**src/rtl/sdram_arbiter.sv**
```systemverilog
// Two-port round-robin arbiter in front of sdram_controller.
// Tracks read issuers in an in-order ID FIFO and steers responses back.
module sdram_arbiter #(
  parameter int DW     = 16,
  parameter int AW     = 24,
  parameter int MAX_RD = 4
) (
  input  logic          clk,
  input  logic          rst,
  input  logic          p0_req_valid,
  input  logic          p0_req_write,
  input  logic [AW-1:0] p0_req_addr,
  input  logic [DW-1:0] p0_req_wdata,
  input  logic [1:0]    p0_req_byteenable,
  output logic          p0_req_ready,
  output logic          p0_rsp_valid,
  output logic [DW-1:0] p0_rsp_rdata,
  input  logic          p1_req_valid,
  input  logic          p1_req_write,
  input  logic [AW-1:0] p1_req_addr,
  input  logic [DW-1:0] p1_req_wdata,
  input  logic [1:0]    p1_req_byteenable,
  output logic          p1_req_ready,
  output logic          p1_rsp_valid,
  output logic [DW-1:0] p1_rsp_rdata,
  output logic          m_req_valid,
  output logic          m_req_write,
  output logic [AW-1:0] m_req_addr,
  output logic [DW-1:0] m_req_wdata,
  output logic [1:0]    m_req_byteenable,
  input  logic          m_req_ready,
  input  logic          m_rsp_valid,
  input  logic [DW-1:0] m_rsp_rdata,
  output logic          err_orphan
);

  localparam int PW = $clog2(MAX_RD);
  localparam logic [PW:0] FULL = MAX_RD[PW:0];

  logic              prio_q;
  logic              lock_q;
  logic              lock_port_q;
  logic              err_q;
  logic [PW-1:0]     rd_ptr_q;
  logic [PW-1:0]     wr_ptr_q;
  logic [PW:0]       cnt_q;
  logic [PW:0]       cnt_d;
  logic [MAX_RD-1:0] id_q;

  logic full, empty, e0, e1;
  logic gnt, gnt_vld, acc, push, pop, head;

  always_comb begin
    full    = (cnt_q == FULL);
    empty   = (cnt_q == '0);
    e0      = p0_req_valid && (p0_req_write || !full);
    e1      = p1_req_valid && (p1_req_write || !full);
    gnt     = 1'b0;
    gnt_vld = 1'b0;
    // A stalled request is pinned until the controller takes it
    if (lock_q) begin
      gnt     = lock_port_q;
      gnt_vld = lock_port_q ? p1_req_valid : p0_req_valid;
    end else if (prio_q ? e1 : e0) begin
      gnt     = prio_q;
      gnt_vld = 1'b1;
    end else if (prio_q ? e0 : e1) begin
      gnt     = ~prio_q;
      gnt_vld = 1'b1;
    end
    acc   = gnt_vld && m_req_ready;
    push  = acc && !m_req_write;
    pop   = m_rsp_valid && !empty;
    head  = id_q[rd_ptr_q];
    cnt_d = cnt_q;
    if (push && !pop) cnt_d = cnt_q + 1'b1;
    else if (pop && !push) cnt_d = cnt_q - 1'b1;
  end

  assign m_req_valid      = gnt_vld;
  assign m_req_write      = gnt ? p1_req_write : p0_req_write;
  assign m_req_addr       = gnt ? p1_req_addr : p0_req_addr;
  assign m_req_wdata      = gnt ? p1_req_wdata : p0_req_wdata;
  assign m_req_byteenable = gnt ? p1_req_byteenable
                                : p0_req_byteenable;
  assign p0_req_ready     = gnt_vld && !gnt && m_req_ready;
  assign p1_req_ready     = gnt_vld && gnt && m_req_ready;
  assign p0_rsp_valid     = pop && !head;
  assign p1_rsp_valid     = pop && head;
  assign p0_rsp_rdata     = m_rsp_rdata;
  assign p1_rsp_rdata     = m_rsp_rdata;
  assign err_orphan       = err_q;

  always_ff @(posedge clk) begin
    if (rst) begin
      prio_q      <= 1'b0;
      lock_q      <= 1'b0;
      lock_port_q <= 1'b0;
      err_q       <= 1'b0;
      rd_ptr_q    <= '0;
      wr_ptr_q    <= '0;
      cnt_q       <= '0;
      id_q        <= '0;
    end else begin
      if (gnt_vld && !m_req_ready) begin
        lock_q      <= 1'b1;
        lock_port_q <= gnt;
      end
      if (acc) begin
        lock_q <= 1'b0;
        prio_q <= ~gnt;
      end
      if (push) begin
        id_q[wr_ptr_q] <= gnt;
        wr_ptr_q       <= wr_ptr_q + 1'b1;
      end
      if (pop) rd_ptr_q <= rd_ptr_q + 1'b1;
      cnt_q <= cnt_d;
      if (m_rsp_valid && empty) err_q <= 1'b1;
    end
  end

endmodule
```
**config.mk**
```make
export PLATFORM = sky130hd
export DESIGN_NAME = sdram_arbiter
export DESIGN_NICKNAME = d
export VERILOG_FILES = /design/src/rtl/sdram_arbiter.sv
export SDC_FILE = /design/constraint.sdc
export NUM_CORES = 1
export LEC_CHECK = 0
export ABC_CLOCK_PERIOD_IN_PS = 3000
export CAP_MARGIN = 5
export CORE_AREA = 5 5 105 68
export CTS_CLUSTER_DIAMETER = 60
export DETAILED_ROUTE_END_ITERATION = 8
export DIE_AREA = 0 0 110 73
export PLACE_DENSITY = 0.81
export SYNTH_ARGS = -nofsm -noshare
export SYNTH_HDL_FRONTEND = slang
export SYNTH_SLANG_ARGS = --single-unit
```
**constraint.sdc**
```tcl
create_clock -name clk -period 3 [get_ports clk]
set_clock_uncertainty 0.05 [all_clocks]
set_input_delay 0.6 -clock clk [delete_from_list [all_inputs] [get_ports clk]]
set_output_delay 0.6 -clock clk [all_outputs]
set_load 0.02 [all_outputs]
```
Word-level counts from Yosys, hierarchy flattened
Cells that the tools add are included.
{"block": "word_totals", "inputBits": 108, "out_inout_bits": 81, "reg_bits": 15, "wordCells": 67}
{"block": "op_classes", "mux": 20, "n_addsub": 4, "n_eq_ne": 1, "n_lt_le_gt_ge": 3, "n_reduce_logical": 29, "bitwise_logic": 2}
{"op": "2-to-1 mux 24 bit", "n": 1}
{"op": "logical AND 1 bit", "n": 16}
{"op": "2-to-1 mux 16 bit", "n": 1}
{"op": "2-to-1 mux 1 bit", "n": 12}
{"op": "zero test 1 bit", "n": 8}
{"op": "< comparator 2 x 3 -> 1 bit (second input constant)", "n": 2}
{"op": "2-to-1 mux 3 bit", "n": 2}
{"op": "adder 2 x 1 -> 2 bit (second input constant)", "n": 2}
{"op": "bitwise mux 4 bit", "n": 1}
{"op": "adder 3 x 1 -> 3 bit (second input constant)", "n": 1}
{"op": "== test 3 bit (second input constant)", "n": 1}
{"op": "zero test 3 bit", "n": 1}
{"op": "subtractor 3 x 1 -> 3 bit (second input constant)", "n": 1}
{"op": "binary-select mux 1 bit (select 2 bit)", "n": 1}
{"op": "demux 1 bit (select 2 bit)", "n": 1}
{"op": ">= comparator 2 x 1 -> 1 bit (second input constant)", "n": 1}
{"op": "logical OR 1 bit", "n": 2}
{"op": "2-to-1 mux 2 bit", "n": 1}
{"op": "NOT 1 bit", "n": 2}
{"op": "nonzero test 2 bit", "n": 1}
{"op": "OR reduction 2 bit", "n": 1}

Longest topological paths before layout
{"block": "depth", "ltp_word": 15, "ltp_mapped": 11, "mapped_depth_nobuf": 11}

Worst setup path before layout
Ideal clock, no wire load.
{"block": "synth_timing", "kind": "input-to-reg", "start": "in p0_req_valid", "end": "reg cnt_q[2]", "t_arrival_ns": 2.675, "required_ns": 2.879, "path_stages": 11, "setup_slack_ns": 0.205, "setup_time_ns": 0.071, "cell_sequence": "nor2b_1 > nor2b_1 > o22a_2 > inv_1 > nor2_4 > ha_1 > inv_1 > fa_1 > xor2_1 > or3_1 > a21oi_1"}
{"block": "synth_via", "elab_chain_cells": 11, "elab_cells_between_ends": 19}
{"element": "start: declaration", "line_no": "10", "rtl": "input logic p0_req_valid,"}
{"element": "logical AND 1 bit (*)", "line_no": "56", "rtl": "e0 = p0_req_valid && (p0_req_write || !full);"}
{"element": "2-to-1 mux 1 bit (2 in a row)", "line_no": "67", "rtl": "end else if (prio_q ? e0 : e1) begin"}
{"element": "2-to-1 mux 1 bit (*)", "line_no": "64", "rtl": "end else if (prio_q ? e1 : e0) begin"}
{"element": "2-to-1 mux 1 bit (*)", "line_no": "61", "rtl": "if (lock_q) begin"}
{"element": "2-to-1 mux 1 bit (*)", "line_no": "81", "rtl": "assign m_req_write = gnt ? p1_req_write : p0_req_write;"}
{"element": "net m_req_write", "line_no": "27", "rtl": "output logic m_req_write,"}
{"element": "zero test 1 bit (*)", "line_no": "72", "rtl": "push = acc && !m_req_write;"}
{"element": "logical AND 1 bit (*)", "line_no": "72"}
{"element": "net push", "line_no": "51", "rtl": "logic gnt, gnt_vld, acc, push, pop, head;"}
{"element": "zero test 1 bit", "line_no": "77", "rtl": "else if (pop && !push) cnt_d = cnt_q - 1'b1;"}
{"element": "logical AND 1 bit", "line_no": "77"}
{"element": "nonzero test 2 bit (no source line)"}
{"element": "end signal: assignment", "line_no": "118", "rtl": "cnt_q <= cnt_d;"}
{"element": "end: declaration", "line_no": "46", "rtl": "logic [PW:0] cnt_q;"}
Mark *: on every way through the listed nets, which the timed path passes. The rest lies on a longest branch.
A chain may end at the register's enable or synchronous reset.

Final worst setup path
{"block": "layout_timing", "start": "in p1_req_write", "end": "out m_req_valid"}
{"block": "layout_via", "elab_chain_cells": 6, "elab_cells_between_ends": 7}
{"element": "start: declaration", "line_no": "19", "rtl": "input logic p1_req_write,"}
{"element": "logical OR 1 bit (*)", "line_no": "57", "rtl": "e1 = p1_req_valid && (p1_req_write || !full);"}
{"element": "logical AND 1 bit (*)", "line_no": "57"}
{"element": "2-to-1 mux 1 bit (2 in a row)", "line_no": "67"}
{"element": "2-to-1 mux 1 bit (*)", "line_no": "64"}
{"element": "2-to-1 mux 1 bit (*)", "line_no": "61"}
{"element": "end: declaration", "line_no": "26", "rtl": "output logic m_req_valid,"}
Every way passes the cells marked *; elsewhere a longest branch is shown, timed or not.

==> results <==
-- logic make-up after synthesis --
group	share of synthesized area (%)
flip-flops	18.4
AO/OA/AOI/OAI	10.7
adder cells (fa/ha/maj)	5.07
buffers and inverters	20.1
multiplexers	3.22
AND/OR/NAND/NOR	40.3
XOR/XNOR	2.15
-- state kept, by name (all words and copies together), names as in the netlist --
register,cells
rd_ptr_q,2
lock_q,1
prio_q,1
lock_port_q,1
cnt_q,3
wr_ptr_q,2
id_q,4
err_orphan,1
-- cell usage in the layout (no fill, tap or decap), types with 2 or more instances in the layout --
| cell | Yosys | layout |
|---|---|---|
| nor2b_4 | 0 | 2 |
| ha_1 | 5 | 4 |
| o21ai_0 | 2 | 2 |
| clkbuf_8 | 0 | 3 |
| mux2i_1 | 3 | 3 |
| a311oi_1 | 4 | 4 |
| xor2_1 | 3 | 3 |
| buf_12 | 0 | 3 |
| clkdlybuf4s15_2 | 0 | 21 |
| a31oi_1 | 5 | 5 |
| clkbuf_2 | 0 | 21 |
| dfxtp_1 | 15 | 15 |
| nand2b_1 | 3 | 3 |
| dlygate4sd2_1 | 0 | 4 |
| nand3_1 | 3 | 3 |
| nor2_1 | 10 | 10 |
| buf_4 | 35 | 17 |
| inv_1 | 7 | 7 |
| nand2_1 | 129 | 129 |
| a21oi_1 | 6 | 5 |
| clkdlybuf4s50_1 | 0 | 91 |
-- power by group through the flow --
stage	combinational, mW	clock, mW	sequential [mW]
after global routing	1.19	0.188	0.309
after detailed placement	1.10	0	0.298
after CTS	1.12	0.176	0.298
after global placement	1.08	0	0.293
after floorplan	0.630	0	0.290
final	1.10	0.167	0.301
-- repair_timing --
item                                    in CTS  in global routing
buffers inserted                             5                  0
endpoints found under the setup margin      46                 45
resized for setup                          116                 36
pin swaps                                    6                  0
hold buffers                                 0                  0
cloned                                       1                  0
-- path summary, 6_finish.rpt --
path,start,end,slack [ns],cells past startpoint
setup / recovery,p1_req_write,m_req_valid,0.10,7
hold / removal,err_orphan$_SDFFE_PP0P_,err_orphan$_SDFFE_PP0P_,0.44,2
setup reg to reg,cnt_q[0]$_SDFFE_PP0P_,cnt_q[2]$_SDFFE_PP0P_,0.13,12
hold reg to reg,err_orphan$_SDFFE_PP0P_,err_orphan$_SDFFE_PP0P_,0.44,2
-- critical path: cells and delay by family --
kind,cells,cell delay [ns]
and+or+nand+nor,3,0.59
buffers and inverters,4,1.05
-- final cells by class --
class / instances / area share (%)
clock buffer: 3 / 1.34
clock inverter: 1 / 0.163
inverter: 7 / 0.854
multi-input combinational: 195 / 34.6
sequential: 15 / 9.76
tap: 87 / 3.54
timing repair buffer: 161 / 49.7
-- stage by stage --
| step | hold slack, ns | setup TNS, ns | instance area, um2 | std cells | setup slack [ns] |
|---|---|---|---|---|---|
| floorplan | 0.387 | 0 | 1630 | 260 | 0.205 |
| global placement | 0.396 | -15.99 | 2990 | 459 | -0.410 |
| detailed placement | 0.428 | -20.10 | 2990 | 459 | -0.491 |
| CTS | 0.446 | 0 | 3160 | 469 | 0.0280 |
| global route | 0.487 | -0.00965 | 3080 | 469 | -0.00965 |
| finish | 0.438 | 0 | 3080 | 469 | 0.100 |
-- per-layer routing --
layer  vias to the layer above  track usage, %  share of wire (%)  wire length, um
met5                         -               0                  0                0
met2                       104            27.2                 48             3110
met1                       890            16.8                 39             2520
met3                        10            7.07                 12              775
met4                         0            4.29                1.7              109
li1                       1038               -                  -                -
==> results_dict.tcl <==
set metrics [dict create \
    p_switching_uw 704 \
    clock_power_share_pct 10.7 \
    combPwrFrac_pct 70.1 \
    post-route-util_pct 49.3 \
    cts_root_buf "clkbuf_8" \
    clkSlewWorstSetupHoldPaths_ns 0.06 \
    grt_pass1_vias 2164 \
    min_period_ns 2.90 \
    globalplace.congestion 0.764 \
    avgRoutedWirePerCell_um 13.9 \
    row_count 23 \
    crit_top_cell "buf_4" \
    multi_input_area_um2 1070 \
    io_buffer_count 140 \
    start_util_pct 26.1 \
    antennaDiodeCount 0 \
    slew_violations 0 \
    drt-total-wl_mm 6.52 \
    crit_slowest_cell "clkdlybuf4s50_1" \
    ys_seq_area_share_pct 18.4 \
    period_share_pct 96.7 \
    p_total_mw 1.57 \
    htreeDepth 1 \
    cts_tree "yes" \
    cts_buffer_depth 2 \
    drive_gt1_share_pct 22.3 \
    core_um2 6240 \
    critPathMaxFanout 4 \
    max_stage_delay_ns 0.56 \
    first_iter_violations 145 \
    antenna_left 0 \
    grt_usage_pct 15.4 \
    postSynthAreaPerCell_um2 6.27 \
    grt_overflow 0 \
    vdd_drop_max_v 0.000237 \
    register_area_um2 300 \
    cp_cell_sequence "dlygate4sd2_1, nor4b_2, or2_4, buf_4, buf_4, nand3_1, clkdlybuf4s50_1" \
    fillers 606 \
    crit_type "primary input to primary output" \
    min_path_type "register to register" \
    antenna_found_initial 0 \
    max-cap-violations 0 \
    crit_path_end_kind "primary output" \
    finalSetupViolCount 0 \
    place.detailed.hpwl_mm 5.10 \
    pwr-share-seq_pct 19.2 \
    fmax_mhz 345 \
    synth_area_leader_cell "nand2_1" \
    synth_commonest_cells "nand2_1, buf_4, dfxtp_1" \
    synth_seq_cells 15 \
    slew_headroom_pct 58.6 \
    syn-num-nets 374 \
    grt_max_degree 26 \
    p_leak_nw 1.44 \
    drc 0 \
    synth_top_area_share_pct 29.7 \
    start_kind "primary input" \
    firstDrtPassIters 6 \
    p_int_uw 862 \
    asyncSetResetFlopFracSynth_pct 0 \
    synthMostInstantiatedCell "nand2_1" \
    ioPinCount 189 \
    vias 2042 \
    critPathRequiredTime_ns 2.35 \
    nNetsFinal 497 \
    tightest_slew_ns 0.619 \
    dieArea_um2 8030 \
    clock_latency_ns 0.25 \
    synth_flop_cell "dfxtp_1" \
    ys_types 34 \
    cts.sinks 15 \
    hold_viol_final 0 \
    vias_per_cell 4.35 \
    power_density_nw_per_um2 509 \
    syn_area_um2 1630 \
    cts_buffers 3 \
    yosys-top-cells-area "nand2_1, dfxtp_1, buf_4" \
    switching_share_pct 44.9 \
    postSynthCellCount 260 \
    yosysWarnings 0 \
    die_h_um 73 \
    die_x_um 110 \
    arrival_ns 2.25 \
    synth_edf_count 0 \
    grt_pass1_wl_mm 9.78 \
    status "complete, no violations" \
    syn_to_final_growth_pct 88.8 \
]
Power figures use the tool's default switching activity.
